==> config.mk <==
export PLATFORM = sky130hd
export DESIGN_NAME = user_domain_sequencer
export DESIGN_NICKNAME = d
export VERILOG_FILES = /design/src/rtl/user_domain_sequencer.sv
export SDC_FILE = /design/constraint.sdc
export NUM_CORES = 1
export LEC_CHECK = 0
export ABC_CLOCK_PERIOD_IN_PS = 1900
export BUFFER_PORTS_ARGS = -buffer_cell sky130_fd_sc_hd__clkbuf_2
export CAP_MARGIN = 20
export CORE_ASPECT_RATIO = 1.1
export CORE_UTILIZATION = 25
export CTS_BUF_LIST = sky130_fd_sc_hd__clkbuf_8
export DETAILED_ROUTE_END_ITERATION = 8
export PLACE_DENSITY = 0.59
export SYNTH_ARGS = -nofsm -noshare
export SYNTH_HDL_FRONTEND = slang
export SYNTH_SLANG_ARGS = --single-unit
==> constraint.sdc <==
create_clock -name caravel_clk -period 1.9 [get_ports caravel_clk]
set_input_delay 0.285 -clock caravel_clk [delete_from_list [all_inputs] [get_ports caravel_clk]]
set_output_delay 0.285 -clock caravel_clk [all_outputs]
set_load 0.005 [all_outputs]
==> src/rtl/user_domain_sequencer.sv <==
// Power-up sequencer and Wishbone guard for the user-project boundary.
// Define USER_WB_TIMEOUT_EN to build the ACTIVE-state Wishbone timeout watchdog.
module user_domain_sequencer #(
  parameter int unsigned DEBOUNCE_CYCLES   = 16,
  parameter int unsigned RESET_HOLD_CYCLES = 8,
  parameter int unsigned WB_TIMEOUT        = 255
) (
  input  logic        caravel_clk,
  input  logic        caravel_rstn,
  input  logic        user1_vcc_powergood,
  input  logic        user2_vcc_powergood,
  input  logic        user1_vdd_powergood,
  input  logic        user2_vdd_powergood,
  input  logic        mprj_cyc_o_core,
  input  logic        mprj_stb_o_core,
  input  logic        mprj_ack_i_user,
  input  logic [31:0] mprj_dat_i_user,
  output logic        mprj_ack_i_core,
  output logic [31:0] mprj_dat_i_core,
  output logic        wb_pass_en,
  output logic        la_pass_en,
  output logic        user_reset,
  output logic [2:0]  seq_state,
  output logic        timeout_flag,
  input  logic        timeout_clr
);

  localparam logic [2:0] S_OFF        = 3'd0;
  localparam logic [2:0] S_DEBOUNCE   = 3'd1;
  localparam logic [2:0] S_RESET_HOLD = 3'd2;
  localparam logic [2:0] S_ACTIVE     = 3'd3;
  localparam logic [2:0] S_FAULT      = 3'd4;

  localparam int unsigned DEB_W  = $clog2(DEBOUNCE_CYCLES) + 1;
  localparam int unsigned HOLD_W = $clog2(RESET_HOLD_CYCLES) + 1;
  localparam logic [DEB_W-1:0]  DEB_LAST  = DEB_W'(DEBOUNCE_CYCLES - 1);
  localparam logic [HOLD_W-1:0] HOLD_LAST = HOLD_W'(RESET_HOLD_CYCLES - 1);

  logic              pg_all, pg_meta, pg_s;
  logic [2:0]        state_q, state_d;
  logic [DEB_W-1:0]  deb_q, deb_d;
  logic [HOLD_W-1:0] hold_q, hold_d;
  logic              active;
  logic              ack_q;
  logic              to_ack_q;

  assign pg_all = user1_vcc_powergood & user2_vcc_powergood &
                  user1_vdd_powergood & user2_vdd_powergood;

  always_ff @(posedge caravel_clk or negedge caravel_rstn) begin
    if (!caravel_rstn) begin
      pg_meta <= 1'b0;
      pg_s    <= 1'b0;
    end else begin
      pg_meta <= pg_all;
      pg_s    <= pg_meta;
    end
  end

  always_comb begin
    state_d = state_q;
    deb_d   = deb_q;
    hold_d  = hold_q;
    case (state_q)
      S_OFF: begin
        deb_d  = '0;
        hold_d = '0;
        if (pg_s) state_d = S_DEBOUNCE;
      end
      S_DEBOUNCE: begin
        if (!pg_s) begin
          state_d = S_OFF;
        end else if (deb_q == DEB_LAST) begin
          state_d = S_RESET_HOLD;
          deb_d   = '0;
          hold_d  = '0;
        end else begin
          deb_d = deb_q + 1'b1;
        end
      end
      S_RESET_HOLD: begin
        if (!pg_s)                  state_d = S_OFF;
        else if (hold_q == HOLD_LAST) state_d = S_ACTIVE;
        else                        hold_d  = hold_q + 1'b1;
      end
      S_ACTIVE: if (!pg_s)           state_d = S_FAULT;
      S_FAULT:  if (!mprj_cyc_o_core) state_d = S_OFF;
      default:                       state_d = S_OFF;
    endcase
  end

  // Control outputs are registered from the next state so they change with seq_state.
  always_ff @(posedge caravel_clk or negedge caravel_rstn) begin
    if (!caravel_rstn) begin
      state_q    <= S_OFF;
      deb_q      <= '0;
      hold_q     <= '0;
      user_reset <= 1'b1;
      la_pass_en <= 1'b0;
      wb_pass_en <= 1'b0;
    end else begin
      state_q    <= state_d;
      deb_q      <= deb_d;
      hold_q     <= hold_d;
      user_reset <= (state_d != S_ACTIVE);
      la_pass_en <= (state_d == S_RESET_HOLD) || (state_d == S_ACTIVE);
      wb_pass_en <= (state_d == S_ACTIVE);
    end
  end

  assign seq_state = state_q;
  assign active    = (state_q == S_ACTIVE);

  // A held strobe alternates ack/no-ack so each pulse completes exactly one cycle.
  always_ff @(posedge caravel_clk or negedge caravel_rstn) begin
    if (!caravel_rstn) ack_q <= 1'b0;
    else ack_q <= !active & mprj_cyc_o_core & mprj_stb_o_core & !ack_q & !to_ack_q;
  end

`ifdef USER_WB_TIMEOUT_EN
  localparam int unsigned WD_W = $clog2(WB_TIMEOUT) + 1;
  localparam logic [WD_W-1:0] WD_LAST = WD_W'(WB_TIMEOUT - 1);

  logic [WD_W-1:0] wd_q;
  logic            wd_fire;

  // A user ack in the last counting cycle beats the watchdog.
  assign wd_fire = active & mprj_cyc_o_core & mprj_stb_o_core &
                   !mprj_ack_i_user & (wd_q == WD_LAST);

  always_ff @(posedge caravel_clk or negedge caravel_rstn) begin
    if (!caravel_rstn) begin
      wd_q         <= '0;
      to_ack_q     <= 1'b0;
      timeout_flag <= 1'b0;
    end else begin
      to_ack_q <= wd_fire;
      if (!active || !(mprj_cyc_o_core && mprj_stb_o_core) || mprj_ack_i_core || wd_fire)
        wd_q <= '0;
      else
        wd_q <= wd_q + 1'b1;
      if (wd_fire)          timeout_flag <= 1'b1;
      else if (timeout_clr) timeout_flag <= 1'b0;
    end
  end
`else
  localparam int unsigned unused_wb_timeout = WB_TIMEOUT;
  logic unused_timeout_clr;
  assign unused_timeout_clr = timeout_clr;
  assign to_ack_q     = 1'b0;
  assign timeout_flag = 1'b0;
`endif

  always_comb begin
    mprj_ack_i_core = ack_q | to_ack_q;
    mprj_dat_i_core = '0;
    if (ack_q || to_ack_q) begin
      mprj_dat_i_core = '1;
    end else if (active) begin
      mprj_ack_i_core = mprj_ack_i_user;
      mprj_dat_i_core = mprj_dat_i_user;
    end
  end

endmodule

==> results by group <==
Global route
  • First-pass GRT wire length: 4.34 mm
  • Met1 GRT Util: 14.3%
  • Via count of the first global-routing pass: 955
  • Global routing usage on met3: 1.25%
  • Maximum number of pins on one net before global-route repair: 34
  • Antenna violations before repair: 0
  • GRT Overall Usage: 12.0%
  • Met2 track utilization from global routing: 21.3%
  • Peak-usage layer in the global routing report: met2
  • Total congestion overflow after global routing: 0

Status
  • Run status: finished clean

Clocking
  • Number of H-tree levels: 1
  • Number of buffers added by the clock tree synthesis step: 3
  • Clock sink count: 18
  • Source-to-sink clock delay at the later pin of the worst-skew pair: 0.25 ns
  • Register clock-pin slew on the reported worst setup and hold paths: 0.06 ns
  • Root buffer cell: sky130_fd_sc_hd__clkbuf_8
  • TritonCTS clock tree: done
  • CTS Buffer Depth: 2

Hold path
  • Count of cells along the worst hold path: 2
  • Worst Hold Class: input port to flip-flop

Drt
  • Wire length reported by the detailed router: 2.99 mm
  • Number of vias in the routed layout: 1280
  • Number of vias per cell: 4.40
  • Residual antenna-violating net count after detailed routing: 0
  • Pre-antenna DRT Iters: 4
  • DRC viols: 0
  • Wirelength per Cell: 10.3 um
  • DRC violation total after the first TritonRoute iteration: 33

Power
  • Sequential share of power: 45.4%
  • Net Sw Frac: 24.3%
  • Internal power: 0.652 mW
  • Proportion of power drawn by the clock network: 35.5%
  • Ratio of total power to cell area: 508 nW/um2
  • Static leakage power: 0.964 nW
  • Reported net switching power: 0.209 mW
  • Share of total power in combinational logic: 19.1%
  • Peak supply drop: 0.000344 V

Synthesis
  • Number of synthesized register bits: 18
  • Number of different library cells in the post-synthesis netlist: 35
  • Count of yosys warnings during synthesis: 0
  • Synthesized instance count: 155
  • Cell taking the most area after synthesis: sky130_fd_sc_hd__dfrtp_1
  • Area share of the largest cell type after synthesis: 37.2%
  • Top cells by area, synth: sky130_fd_sc_hd__dfrtp_1 37%, sky130_fd_sc_hd__nor2_1 24%, sky130_fd_sc_hd__buf_4 2.6%
  • Dominant synthesized flop cell: sky130_fd_sc_hd__dfrtp_1
  • Share of async-settable or async-resettable flops after synthesis: 100%
  • Syn Area/Cell: 7.38 um2
  • Synthesized net count: 199
  • Sequential share of the synthesized area: 39.5%
  • Count of flip-flops with a built-in enable after synthesis: 0
  • Summed instance area of the synthesized netlist: 1140 um2

STA
  • Timing-limited maximum frequency: 579 MHz
  • Final Setup Violations: 0
  • Setup TNS: 0 ns
  • RSZ-0062 raised after global routing: no
  • Post-Route Hold Slack: 0.273 ns
  • Final WS setup: 0.171 ns
  • Final count of pins violating max slew: 0
  • Minimum clock period after layout: 1.73 ns
  • Clock Skews: 0.000854 ns
  • Crit share post-route: 91.0%
  • Hold violation count in the final report: 0

Placement
  • Gp weighted congestion: 0.748
  • Estimated wirelength of the detail-placed design: 2.17 mm
  • Post-Place Setup Slack: 0.126 ns
  • PortBufs: 79

Floorplan
  • I/O pin count: 82
  • Std cell rows: 25
  • Initial core utilization: 26.3%
  • Horizontal extent of the die: 66.5 um
  • Die Y: 72.9 um
  • Core box area: 4350 um2
  • DIE AREA: 4850 um2

Final layout
  • Layout area overhead: 48.1%
  • Inserted Diodes: 0
  • FILL cells: 466
  • Fraction of final layout cells sized beyond drive strength 1: 40.9%
  • Layout net count: 282

Worst setup path
  • Type of the worst setup path: flip-flop to output pin
  • Worst Setup Start Kind: flip-flop
  • Worst EP arrival: 1.44 ns
  • R2r setup slk: 0.38 ns
  • Worst flop-to-flop path endpoint: deb_q[2]
  • R2r worst-path depth: 5
  • Critical Path Sink Type: output pin
  • Crit path max fanout: 17
  • Critical path endpoint: mprj_dat_i_core[22]
  • Startpoint of the worst register-to-register path: seq_state[0]
  • Data required time at the worst endpoint: 1.62 ns
  • Launch point of the critical path: seq_state[1]

Run
  • Max_cap viols: 0
## layout by cell type, fill, tap and decap left out, types with 2 or more instances in the layout
cell type                  netlist  layout
sky130_fd_sc_hd__clkbuf_2        0      79
sky130_fd_sc_hd__nor2_1         73      73
sky130_fd_sc_hd__dfrtp_1        17      17
sky130_fd_sc_hd__nand2_1         8       8
sky130_fd_sc_hd__buf_4           4       5
sky130_fd_sc_hd__inv_1           4       4
sky130_fd_sc_hd__a21oi_1         4       4
sky130_fd_sc_hd__clkbuf_8        0       4
sky130_fd_sc_hd__nand2b_1        3       3
sky130_fd_sc_hd__a31oi_1         3       3
sky130_fd_sc_hd__nand3_1         3       3
sky130_fd_sc_hd__nand3b_1        2       2
sky130_fd_sc_hd__and2_1          2       2
sky130_fd_sc_hd__a21oi_4         1       2
sky130_fd_sc_hd__o21ai_2         2       2
sky130_fd_sc_hd__nand4_1         2       2
sky130_fd_sc_hd__nor3_1          2       2
sky130_fd_sc_hd__mux2i_1         2       2
sky130_fd_sc_hd__ha_1            2       2
## per-layer routing
layer / routed length, um / share of wire, %
met5: 0 / 0
met4: 40 / 1.3
met3: 252 / 8.4
met2: 1370 / 46
met1: 1330 / 44
## worst min-delay path by stage
stage,start,to
finish,user2_vcc_powergood,pg_meta
global route,user2_vcc_powergood,pg_meta
CTS,user2_vcc_powergood,pg_meta
detailed placement,caravel_rstn,deb_q[4]
global placement,caravel_rstn,deb_q[4]
floorplan,caravel_rstn,ack_q
## registers in the layout (all words and copies together), names as in the netlist
name	flops
ack_q	1
deb_q	5
hold_q	4
la_pass_en	1
pg_meta	1
pg_s	1
seq_state	3
user_reset	1
wb_pass_en	1
## synthesized netlist by cell type, drive strengths merged, types with 2 or more instances
library cell,count
a21oi,6
a31oi,3
and2,2
buf,6
clkbuf,3
dfrtp,17
ha,2
inv,4
mux2i,2
nand2,8
nand2b,3
nand3,3
nand3b,2
nand4,2
nor2,73
nor3,2
o21ai,4
## metrics by stage
stage                     util, %  total power, mW  instance area, um2  cells
after floorplan                 -            0.471                1140    155
after global placement       36.5            0.551                1590    283
after detailed placement     36.5            0.553                1590    283
after CTS                    38.3            0.874                1670    289
after global routing         39.0            0.915                1690    291
final                        39.0            0.861                1690    291
## logic make-up (layout without fill, tap and decap cells)
group | Yosys count | in the layout | share of synthesized area [%]
AND/OR/NAND/NOR | 102 | 102 | 39.5
flip-flops | 18 | 18 | 39.5
AO/OA/AOI/OAI | 17 | 18 | 10.9
buffers and inverters | 13 | 94 | 5.80
adder cells (fa/ha/maj) | 2 | 2 | 2.19
multiplexers | 2 | 2 | 1.75
other | 1 | 1 | 0.328
## worst max-delay path, stage by stage, from the launching register on
cell                       delay, ns
sky130_fd_sc_hd__dfrtp_1        0.38
sky130_fd_sc_hd__and2b_4        0.20
sky130_fd_sc_hd__a21oi_4        0.38
sky130_fd_sc_hd__nor2_1         0.10
sky130_fd_sc_hd__clkbuf_2       0.12
## timing repair
action,4_1_cts,5_1_grt
hold endpoints to repair,17,0
resized for setup,1,0
setup buffers,0,2
hold buffers,1,0
setup endpoints to repair,33,1
pin swaps,1,1
gates cloned,1,0
## cell type report
cell class	instances	area (um2)	share of cell area, %
inverter	4	15.0	0.886
timing repair buffer	86	463	27.3
sequential	18	452	26.7
multi-input combinational	125	642	37.9
clock buffer	4	55.1	3.25
tap	54	67.6	3.99
## power groups by stage
| stage | Clock [mW] | Combinational [mW] | Sequential, mW |
|---|---|---|---|
| 2_1_floorplan | 0 | 0.0760 | 0.395 |
| 3_3_place_gp | 0 | 0.155 | 0.397 |
| 3_5_place_dp | 0 | 0.156 | 0.397 |
| 4_1_cts | 0.321 | 0.161 | 0.391 |
| 5_1_grt | 0.335 | 0.189 | 0.391 |
| 6_report | 0.306 | 0.164 | 0.391 |
No activity file was read; power rests on OpenSTA's default activity.
